## config.mk

```make
export PLATFORM = sky130hd
export DESIGN_NAME = data_sramlike_responder
export DESIGN_NICKNAME = d
export VERILOG_FILES = /design/src/rtl/data_sramlike_responder.sv
export SDC_FILE = /design/constraint.sdc
export NUM_CORES = 1
export LEC_CHECK = 0
export CAP_MARGIN = 40
export CORE_UTILIZATION = 37
export CTS_BUF_LIST = sky130_fd_sc_hd__clkbuf_4 sky130_fd_sc_hd__clkbuf_8
export CTS_CLUSTER_DIAMETER = 150
export DETAILED_ROUTE_END_ITERATION = 10
export PLACE_DENSITY_LB_ADDON = 0.3
export SLEW_MARGIN = 30
export SYNTH_ARGS = -nofsm -noshare
export SYNTH_HDL_FRONTEND = slang
export SYNTH_SLANG_ARGS = --single-unit
```

## constraint.sdc

```tcl
create_clock -name clk -period 1.85 [get_ports clk]
set_input_delay 0.555 -clock clk [delete_from_list [all_inputs] [get_ports clk]]
set_output_delay 0.555 -clock clk [all_outputs]
set_load 0.01 [all_outputs]
```

## src/rtl/data_sramlike_responder.sv

```systemverilog
// -----------------------------------------------------------------------------
// data_sramlike_responder
//
// Slave end of a data sram-like bus in front of a synchronous single-port RAM.
// It accepts one request at a time, waits DELAY cycles, performs a single RAM
// access, then returns data_data_ok one cycle later. It models a memory with a
// realistic, non-zero latency for exercising sram-like initiators.
//
// Parameters:
//   ADDR_W : RAM word-address width (RAM depth 2^ADDR_W words, ADDR_W <= 30)
//   DELAY  : wait cycles between address handshake and RAM access (0..15)
//
// Ports:
//   clk, rst_n          clock, asynchronous active-low reset
//   data_req/wr/size    request valid, 1 = write, 0 byte / 1 half / 2,3 word
//   data_addr/wdata     byte address, lane-positioned write data
//   data_addr_ok        address handshake (combinational from data_req in IDLE)
//   data_data_ok        one-cycle data handshake
//   data_rdata          read word, non-zero only with data_data_ok on a read
//   ram_en/wen          RAM enable and byte write enables (ACCESS only)
//   ram_addr/wdata      RAM word address and write data (latched request)
//   ram_rdata           RAM read data, valid the cycle after a read access
// -----------------------------------------------------------------------------
module data_sramlike_responder #(
   parameter int ADDR_W = 16,
   parameter int DELAY  = 2
) (
   input  logic              clk,
   input  logic              rst_n,
   input  logic              data_req,
   input  logic              data_wr,
   input  logic [1:0]        data_size,
   input  logic [31:0]       data_addr,
   input  logic [31:0]       data_wdata,
   output logic              data_addr_ok,
   output logic              data_data_ok,
   output logic [31:0]       data_rdata,
   output logic              ram_en,
   output logic [3:0]        ram_wen,
   output logic [ADDR_W-1:0] ram_addr,
   output logic [31:0]       ram_wdata,
   input  logic [31:0]       ram_rdata
);

   localparam logic [3:0] DELAY_CNT = 4'(DELAY);
   // Byte-address bits kept: word address plus the two lane bits.
   localparam int         BADDR_W   = ADDR_W + 2;

   typedef enum logic [1:0] {
      ST_IDLE,
      ST_WAIT,
      ST_ACCESS,
      ST_RESP
   } state_t;

   state_t               state_reg, state_next;
   logic [3:0]           cnt_reg, cnt_next;
   logic                 wr_reg;
   logic [1:0]           size_reg;
   logic [BADDR_W-1:0]   addr_reg;
   logic [31:0]          wdata_reg;
   logic                 accept;
   logic [3:0]           byte_mask;

   // Address bits above the RAM range are ignored, so out-of-range addresses
   // simply wrap onto the RAM.
   generate
      if (BADDR_W < 32) begin : g_addr_hi
         logic unused_addr_hi;
         assign unused_addr_hi = ^data_addr[31:BADDR_W];
      end
   endgenerate

   assign accept = data_addr_ok;

   // ---------------------------------------------------------------- state --
   always_ff @(posedge clk or negedge rst_n) begin
      if (!rst_n) begin
         state_reg <= ST_IDLE;
         cnt_reg   <= 4'd0;
      end else begin
         state_reg <= state_next;
         cnt_reg   <= cnt_next;
      end
   end

   // Request latches: once accepted, the latched copy drives the access and
   // the bus inputs are no longer looked at until the next IDLE.
   always_ff @(posedge clk or negedge rst_n) begin
      if (!rst_n) begin
         wr_reg    <= 1'b0;
         size_reg  <= 2'd0;
         addr_reg  <= '0;
         wdata_reg <= 32'd0;
      end else if (accept) begin
         wr_reg    <= data_wr;
         size_reg  <= data_size;
         addr_reg  <= data_addr[BADDR_W-1:0];
         wdata_reg <= data_wdata;
      end
   end

   // ----------------------------------------------------------- byte mask --
   always_comb begin
      byte_mask = 4'b1111;
      case (size_reg)
         2'd0:    byte_mask = 4'b0001 << addr_reg[1:0];
         2'd1:    byte_mask = addr_reg[1] ? 4'b1100 : 4'b0011;
         default: byte_mask = 4'b1111;
      endcase
   end

   // ---------------------------------------------- next state and outputs --
   always_comb begin
      state_next   = state_reg;
      cnt_next     = cnt_reg;
      data_addr_ok = 1'b0;
      data_data_ok = 1'b0;
      data_rdata   = 32'd0;
      ram_en       = 1'b0;
      ram_wen      = 4'b0000;

      case (state_reg)
         ST_IDLE: begin
            // Gated with rst_n so the handshake is low for the whole reset,
            // including the part of the cycle where reset asserts.
            data_addr_ok = data_req & rst_n;
            if (accept) begin
               if (DELAY > 0) begin
                  cnt_next   = DELAY_CNT;
                  state_next = ST_WAIT;
               end else begin
                  state_next = ST_ACCESS;
               end
            end
         end

         ST_WAIT: begin
            // Entered with the counter at DELAY, so leaving on 1 spends
            // exactly DELAY cycles here.
            cnt_next = cnt_reg - 4'd1;
            if (cnt_reg <= 4'd1) begin
               state_next = ST_ACCESS;
            end
         end

         ST_ACCESS: begin
            ram_en     = 1'b1;
            ram_wen    = wr_reg ? byte_mask : 4'b0000;
            state_next = ST_RESP;
         end

         ST_RESP: begin
            data_data_ok = 1'b1;
            data_rdata   = wr_reg ? 32'd0 : ram_rdata;
            state_next   = ST_IDLE;
         end

         default: begin
            state_next = ST_IDLE;
         end
      endcase
   end

   assign ram_addr  = addr_reg[BADDR_W-1:2];
   assign ram_wdata = wdata_reg;

endmodule

```

After elaboration in Yosys (flattened, before gate mapping)
Cells that the tools add are included.

Register bits: 59. Input bits: 102. Output and inout port bits: 87. Word-level logic and storage cells: 35.

Add/subtract/negate cells: 1. Order comparisons: 1. Eq/ne operators: 6. Shift-type cells: 1. Muxes and demuxes: 14. Bitwise operators: 1. Reductions and logical operators: 5.

Operators by type and width (number): two-way mux 32 bit (2); two-way mux 4 bit (4); one-hot mux 4 bit (2 select lines) (2); one-hot mux 2 bit (4 select lines) (1); equality test 2 x 1 -> 1 bit, second input constant (2); equality test 2 bit, second input constant (2); <= comparator 4 x 1 -> 1 bit, second input constant (1); logical NOT 2 bit (2); two-way mux 2 bit (2); inequality test 2 bit, second input constant (2); AND reduction 2 bit (2); left shift 1 x 2 -> 4 bit, first input constant (1); subtractor 4 x 1 -> 4 bit, second input constant (1); two-way mux 1 bit (3); nonzero test 2 bit (1); bitwise AND 1 bit (1).

Depth between registers and ports, before layout
Gate-level depths: netlist (run 1).

Depth after elaboration: 4. Mapped depth: 6.

Worst setup path before layout (run 1)
OpenSTA, ideal clock, no wires.

Path kind: reg-to-output. From: register state_reg[0]. To: output port data_rdata[10]. Data arrival time: 1221 ps. Setup slack: 74 ps. Cell stages (with the launch flop): 5. Path buffers: 1. Path through: dfrtp_1 > ha_1 > nor2b_1 > clkbuf_1 > and2_1.

Longest elaborated chain between the ends: 2.

Ends and longest elaborated chain: from (decl) (RTL line 56) `state_t state_reg, state_next;`; from (signal assigned) (RTL line 82) `state_reg <= state_next;`; equality test 2 bit (RTL line 123) `case (state_reg)`; two-way mux 32 bit (RTL line 123); to (decl) (RTL line 37) `output logic [31:0] data_rdata,`.

Every way passes these cells.

Worst setup path in the final report (run 1)
From: register state_reg[0]. To: output port data_rdata[1].

Same word-level chain as after synthesis.

==> summary.txt, run 1 <==
Setup path
  – Critical path's slowest cell: dfrtp_1
  – Crit path top cell by count: buf_6
  – Crit. End Element: output port
  – Cells along the critical path: ha_2 > nor2b_4 > buf_6 > buf_6 > and2_1 > buf_2
  – Critical path start-end classification: flop to output port
  – Critical Path Fanout Max: 8
  – Largest incremental delay on the critical path: 0.39 ns
  – Critical path required time: 1.29 ns
  – Critical path startpoint category: flop
  – Endpoint arrival time on the critical path: 1.58 ns

Routing
  – WL per Instance: 15.0 microns
  – Detailed router's first-iteration violation count: 45
  – Vias post-DR: 2,318
  – DRC errors left: 0
  – Vias per cell: 4.58
  – First drt pass iteration count: 4
  – ANT nets after route: 0
  – Routed wire length: 7580 microns

Floorplanning
  – Die W: 89.0 microns
  – Die height: 89.0 microns
  – I/O pin total: 189
  – Starting density of the core: 38.4%
  – Floorplan Core Area: 0.00729 sq mm
  – Die Outline Area: 0.00792 sq mm
  – Cell row count: 31

CTS
  – Clock root buffer: clkbuf_8
  – Clock latency at the later pin of the worst-skew pair: 0.32 ns
  – CTS Sinks: 59
  – Maximum clock insertion buffer count: 2
  – # H-tree levels: 3
  – CTS tree: built
  – Clock buffer count from CTS: 9
  – Clock-pin slew of the registers on the worst-case setup and hold paths: 0.07 ns

Pwr
  – Proportion of total power due to net switching: 31.6%
  – Total power density per cell area: 1460 mW/mm^2
  – Static power due to leakage: 2.27 nW
  – Internal power contribution: 4.99 mW
  – Sequential share of power: 31.4%
  – Net switching power figure: 2.30 mW
  – Combinational power share: 53.8%
  – Peak supply drop: 0.000905 V
  – Share of total power in the clock network: 14.8%

STA
  – Setup repair after global routing missed its margin: yes
  – Portion of the clock cycle consumed by the worst path in the final layout: 115%
  – Final Skew: 0.00809 ns
  – Max-Slew Margin vs Limit: 50.5%
  – Minimum period implied by the final worst setup slack: 2.14 ns
  – Fmax: 468 MHz
  – Worst-case setup margin in the final layout: -0.285 ns
  – Setup violators final: 38
  – Slew Viols, Final: 0
  – Worst-margin pin slew: 0.743 ns
  – Final hold violations: 0
  – Final hold slack: 0.156 ns

Final layout
  – Synthesis-to-finish area growth: 78.2%
  – Core Util, Final: 68.5%
  – Nets: 509
  – Fraction of layout instances using a drive strength above 1: 42.6%
  – Most frequent cells in the layout: clkdlybuf4s50_1, dfrtp_1, mux2_2
  – Flip-flop count of the largest register, all copies and words added: 32
  – Most common cell after layout, fill and taps aside: clkdlybuf4s50_1

Global routing
  – First-pass GRT wire length: 10,900 microns
  – Gr ovfl total: 0
  – Overall fraction of global-route tracks in use: 18.6%
  – Largest net degree at the start of global routing: 58
  – Number of global-route vias before repair: 2,324
  – Number of antenna violations at the first check in global routing: 1

Logic synthesis
  – Post-Synth Adder-Cell Area: 2.68%
  – Portion of synthesized cell area occupied by the leading cell type: 52.7%
  – Count of different cell masters after synthesis: 28
  – Mapped Nets: 326
  – Cell types with the largest area share after synthesis: dfrtp_1, mux2_2, and2_1
  – Flip-flop and latch count after synthesis: 59
  – Async set-reset flop share out of synthesis: 100%
  – Mux contribution to synthesized area: 22.1%
  – Mean area per synthesized cell: 12.9 sq um
  – Share of synthesized area occupied by flip-flops and latches: 52.7%
  – Area leader, netlist: dfrtp_1
  – Synthesized cell area: 0.00280 sq mm
  – Gate Count Post-Synth: 218
  – Share of synthesized cell area in and, or, nand and nor gates: 10.3%
  – Most common flop cell mapped by yosys: dfrtp_1
  – Complex-gate fraction of the synthesized area: 4.42%
  – Xor and xnor area share after synthesis: 0%
  – Number of enable flip-flop cells after synthesis: 0
  – Largest family of logic cells by synthesized area: multiplexers
  – Count of synthesis-stage warnings from yosys: 0

Placed design
  – HPWL after detailed placement: 5230 microns
  – Count of buffers from port buffering: 174
  – Final estimated routing congestion in global placement: 0.764
  – Worst slack at placement: -0.513 ns

Job
  – Total of max-cap violations: 0

Outcome
  – Result of the run: finished with violations
  – Violated checks: negative setup slack

Hold path
  – Type of the most critical hold path: input pin to asynchronous set/reset pin
[power groups by stage]
stage                     Clock, mW  Combinational [mW]  Sequential (mW)
after global placement            0                3.49             2.27
final                          1.08                3.92             2.29
after global routing           1.18                4.21             2.37
after floorplan                   0                1.68             2.43
after detailed placement          0                3.56             2.31
after CTS                      1.11                3.84             2.30
[per-layer routing]
metal | global-route usage [%] | part of all wire, %
met1 | 19.4 | 37
met2 | 32.0 | 49
met3 | 9.70 | 13
met4 | 6.78 | 1.8
met5 | 0 | 0
[stage by stage]
step	setup TNS (ns)	instance area (sq um)	total power, mW	std cells
6_report	-7.62	4990	7.28	506
5_1_grt	-10.38	4990	7.76	505
4_1_cts	-9.50	4860	7.25	506
3_5_place_dp	-35.19	4570	5.87	481
3_3_place_gp	-34.57	4570	5.76	481
2_1_floorplan	0	2800	4.11	218
[worst max-delay path, delay by kind of cell (launching register included)]
family	cells	cell delay, ns
and+or+nand+nor	2	0.29
DFF	1	0.39
adders and majority gates	1	0.20
buffers and inverters	3	0.38
[synth_stat cells, types with 2 or more instances]
master and instances:
nand2_1 4, nand2b_1 2, ha_1 6, buf_4 16
dfrtp_1 59, buf_6 3, nor2_1 7, o21bai_1 2
mux2_4 3, clkbuf_1 3, mux2_2 50, inv_1 7
a21oi_1 5, and2_1 32, o21ai_0 5, clkbuf_8 2
[logic make-up (layout without fill, tap and decap cells)]
logic type               count (synthesis)  in the layout
buffers and inverters                   31            219
AO/OA/AOI/OAI                           19             19
flip-flops                              59             59
adder cells (fa/ha/maj)                  6              6
other                                    0              1
multiplexers                            54             54
AND/OR/NAND/NOR                         49             49
[worst paths after layout]
path	endpoint	cells past startpoint	slack, ns	startpoint
max in group asynchronous	size_reg[0]$_DFFE_PN0P_	3	0.78	rst_n
worst min register to register	ram_wdata[20]$_DFFE_PN0P_	1	0.50	ram_wdata[20]$_DFFE_PN0P_
min in group clk	ram_wdata[20]$_DFFE_PN0P_	1	0.50	ram_wdata[20]$_DFFE_PN0P_
worst max-delay path	data_rdata[1]	6	-0.29	state_reg[0]$_DFFE_PN0P_
worst max register to register	addr_reg[13]$_DFFE_PN0P_	6	0.12	state_reg[1]$_DFFE_PN0P_
worst min-delay path	state_reg[1]$_DFFE_PN0P_	2	0.16	rst_n
[repair_timing]
item | 4_1_cts | 5_1_grt
gates cloned | 3 | 0
pin swaps | 28 | 9
setup endpoints to repair | 92 | 43
buffers inserted | 6 | 0
hold buffers | 0 | 0
resized for setup | 214 | 40
[area by class of cell]
type                            count  area (sq um)
Clock buffer                       14           174
Antenna cell                        1          2.50
Tap cell                           99           124
Fill cell                         532          2300
Clock inverter                      2          10.0
Timing Repair Buffer              196          1940
Sequential cell                    59          1480
Inverter                            7          33.8
Multi-Input combinational cell    128          1230
Note: power is estimated with default switching activity, not from simulation.
==> run 2: changes to the inputs <==
--- a/config.mk
+++ b/config.mk
@@ -10,7 +10,9 @@
 export CTS_BUF_LIST = sky130_fd_sc_hd__clkbuf_4 sky130_fd_sc_hd__clkbuf_8
 export CTS_CLUSTER_DIAMETER = 150
 export DETAILED_ROUTE_END_ITERATION = 10
+export MAX_ROUTING_LAYER = met4
 export PLACE_DENSITY_LB_ADDON = 0.3
+export SKIP_LAST_GASP = 1
 export SLEW_MARGIN = 30
 export SYNTH_ARGS = -nofsm -noshare
 export SYNTH_HDL_FRONTEND = slang
==> run 2 against run 1 <==
Compared with the run above: die area unchanged; the flow still finishes with violations (negative setup slack); combinational power about the same; worst setup slack better by 0.012 ns; core utilization up 0.086 points; non-clock buffer count unchanged; sequential power about the same; wire length down 1.6%; flip-flop and latch count unchanged; first-iteration DRC count up 56%; global-route usage up 0.50 points; highest routed layer unchanged; critical endpoint is now data_rdata[14]; final area up 0.13%.
==> summary.txt, run 2 (synthesis results as in run 1) <==
Floorplanning
  – Starting density of the core: 38.4% (unchanged)
  – Die W: 89.0 microns (unchanged)
  – I/O pin total: 189 (unchanged)
  – Die height: 89.0 microns (unchanged)
  – Cell row count: 31 (unchanged)
  – Floorplan Core Area: 0.00729 sq mm (unchanged)
  – Die Outline Area: 0.00792 sq mm (unchanged)

Final layout
  – Most common cell after layout, fill and taps aside: clkdlybuf4s50_1 (unchanged)
  – Most frequent cells in the layout: clkdlybuf4s50_1, dfrtp_1, mux2_2 (unchanged)
  – Nets: 509 (unchanged)
  – Flip-flop count of the largest register, all copies and words added: 32 (unchanged)
  – Synthesis-to-finish area growth: 78.5% (was 78.2%)
  – Number of standard cells in the final layout excluding fillers: 506 (unchanged)
  – Fraction of layout instances using a drive strength above 1: 42.9% (was 42.6%)
  – Filler cell count in the final layout: 532 (unchanged)

Global routing
  – Gr ovfl total: 0 (unchanged)
  – Overall fraction of global-route tracks in use: 19.1% (was 18.6%)
  – Number of antenna violations at the first check in global routing: 1 (unchanged)
  – Largest net degree at the start of global routing: 58 (unchanged)
  – First-pass GRT wire length: 10,800 microns (was 10,900 microns)
  – Number of global-route vias before repair: 2,320 (was 2,324)

Routing
  – Routed wire length: 7460 microns (was 7580 microns)
  – ANT nets after route: 0 (unchanged)
  – Detailed router's first-iteration violation count: 70 (was 45)
  – WL per Instance: 14.7 microns (was 15.0 microns)
  – Vias post-DR: 2,308 (was 2,318)
  – DRC errors left: 0 (unchanged)
  – Vias per cell: 4.56 (was 4.58)
  – First drt pass iteration count: 4 (unchanged)

Hold path
  – Type of the most critical hold path: input pin to asynchronous set/reset pin (unchanged)

STA
  – Fmax: 471 MHz (was 468 MHz)
  – Slew Viols, Final: 0 (unchanged)
  – Minimum period implied by the final worst setup slack: 2.12 ns (was 2.14 ns)
  – Worst-margin pin slew: 0.739 ns (was 0.743 ns)
  – Final hold violations: 0 (unchanged)
  – Final sum of negative setup slack: -7.44 ns (was -7.62 ns)
  – Final Skew: 0.00762 ns (was 0.00809 ns)
  – Max-Slew Margin vs Limit: 50.7% (was 50.5%)
  – Setup violators final: 38 (unchanged)
  – Worst-case setup margin in the final layout: -0.273 ns (was -0.285 ns)
  – Setup repair after global routing missed its margin: yes (unchanged)
  – Portion of the clock cycle consumed by the worst path in the final layout: 115% (about the same)

Job
  – Total of max-cap violations: 0 (unchanged)

Placed design
  – Final estimated routing congestion in global placement: 0.774 (was 0.764)
  – Number of cells in the design after placement: 481 (unchanged)
  – Worst slack at placement: -0.513 ns (unchanged)
  – HPWL after detailed placement: 5230 microns (unchanged)
  – Count of buffers from port buffering: 174 (unchanged)

Setup path
  – Endpoint arrival time on the critical path: 1.57 ns (was 1.58 ns)
  – Critical path start-end classification: flop to output port (unchanged)
  – Reg2Reg Depth: 6 (unchanged)
  – Critical path required time: 1.29 ns (about the same)
  – Crit. End Element: output port (unchanged)
  – Critical path startpoint category: flop (unchanged)
  – Worst-case register-to-register setup slack: 0.11 ns (was 0.12 ns)
  – Capturing point of the worst reg2reg path: addr_reg[13]$_DFFE_PN0P_ (unchanged)
  – Start point of the critical path: state_reg[0]$_DFFE_PN0P_ (unchanged)
  – Critical Path Sink: data_rdata[14] (was data_rdata[1])
  – Critical Path Fanout Max: 8 (unchanged)
  – Origin of the critical flop-to-flop path: state_reg[1]$_DFFE_PN0P_ (unchanged)

CTS
  – Clock buffer count from CTS: 9 (unchanged)
  – # H-tree levels: 3 (unchanged)
  – Clock latency at the later pin of the worst-skew pair: 0.32 ns (about the same)
  – # hold bufs at CTS: 0 (unchanged)
  – CTS tree: built (unchanged)
  – Clock root buffer: clkbuf_8 (unchanged)
  – Clock-pin slew of the registers on the worst-case setup and hold paths: 0.07 ns (about the same)
  – Maximum clock insertion buffer count: 2 (unchanged)
  – CTS Sinks: 59 (unchanged)

Pwr
  – Internal power contribution: 5.00 mW (was 4.99 mW)
  – Sequential share of power: 31.4% (about the same)
  – Total power density per cell area: 1460 mW/mm^2 (about the same)
  – Combinational power share: 53.9% (was 53.8%)
  – Share of total power in the clock network: 14.7% (was 14.8%)
  – Static power due to leakage: 2.26 nW (was 2.27 nW)
  – Proportion of total power due to net switching: 31.5% (was 31.6%)
  – Peak supply drop: 0.000908 V (was 0.000905 V)
  – Net switching power figure: 2.29 mW (was 2.30 mW)
  – Total power of the final layout: 7.29 mW (was 7.28 mW)

Outcome
  – Result of the run: finished with violations (unchanged)
  – Violated checks: negative setup slack (unchanged)
[run 2: cell count changes in the layout (fill, tap and decap cells not counted), sizes merged]
cell,previous run,this run
clkdlybuf4s50,129,130
dlymetal6s2s,4,3
[run 2: worst min-delay path by stage]
stage	endpoint
finish	state_reg[1]$_DFFE_PN0P_
global route	state_reg[1]$_DFFE_PN0P_
CTS	state_reg[1]$_DFFE_PN0P_
detailed placement	ram_wdata[20]$_DFFE_PN0P_
global placement	state_reg[0]$_DFFE_PN0P_
floorplan	addr_reg[0]$_DFFE_PN0P_
[run 2: final cells by class]
type                       instances  area, sq um  area share [%]
multi-input combinational        128         1230            24.7
timing repair buffer             196         1940            38.9
tap                               99          124            2.48
clock buffer                      14          174            3.48
antenna                            1         2.50          0.0501
clock inverter                     2         10.0           0.200
inverter                           7         33.8           0.676
sequential                        59         1480            29.5
[run 2: through the flow]
step	util, %	cell area, sq um	hold WS [ns]
after global routing	68.6	5000	0.137
after global placement	62.7	4570	0.486
final	68.6	5000	0.158
after CTS	66.0	4820	0.134
after floorplan	-	2800	0.259
after detailed placement	62.7	4570	0.494
[run 2: repair_timing]
item	CTS	global route
endpoints found under the setup margin	92	42
gates resized for setup	204	54
setup buffers	6	0
pin swaps	27	9
cloned	3	0
[run 2: power groups by stage]
| stage | logic (mW) | registers, mW | clock network [mW] |
|---|---|---|---|
| floorplan | 1.68 | 2.43 | 0 |
| global placement | 3.49 | 2.27 | 0 |
| detailed placement | 3.56 | 2.31 | 0 |
| CTS | 3.79 | 2.30 | 1.11 |
| global route | 4.22 | 2.37 | 1.18 |
| finish | 3.93 | 2.29 | 1.07 |
[run 2: layer usage]
layer	GRT usage (%)	vias to the layer above	share of wire, %
met5	-	-	0
met4	6.20	0	1.4
met3	8.31	8	12
met2	32.2	121	49
met1	20.1	1094	38
li1	-	1085	-
[run 2: critical path, stage by stage, from the launching register on]
cell and delay (ns):
dfrtp_1 0.37, ha_2 0.19, nor2b_4 0.20, buf_6 0.13
buf_6 0.12, and2_1 0.12, buf_2 0.12
==> run 3: changes to the inputs <==
--- a/config.mk
+++ b/config.mk
@@ -10,6 +10,7 @@
 export CTS_BUF_LIST = sky130_fd_sc_hd__clkbuf_4 sky130_fd_sc_hd__clkbuf_8
 export CTS_CLUSTER_DIAMETER = 150
 export DETAILED_ROUTE_END_ITERATION = 10
+export HOLD_SLACK_MARGIN = 0.12
 export MAX_ROUTING_LAYER = met4
 export PLACE_DENSITY_LB_ADDON = 0.3
 export SKIP_LAST_GASP = 1
==> results of run 3 <==
The final DEF is identical to that of run 2; final timing and power are the same.
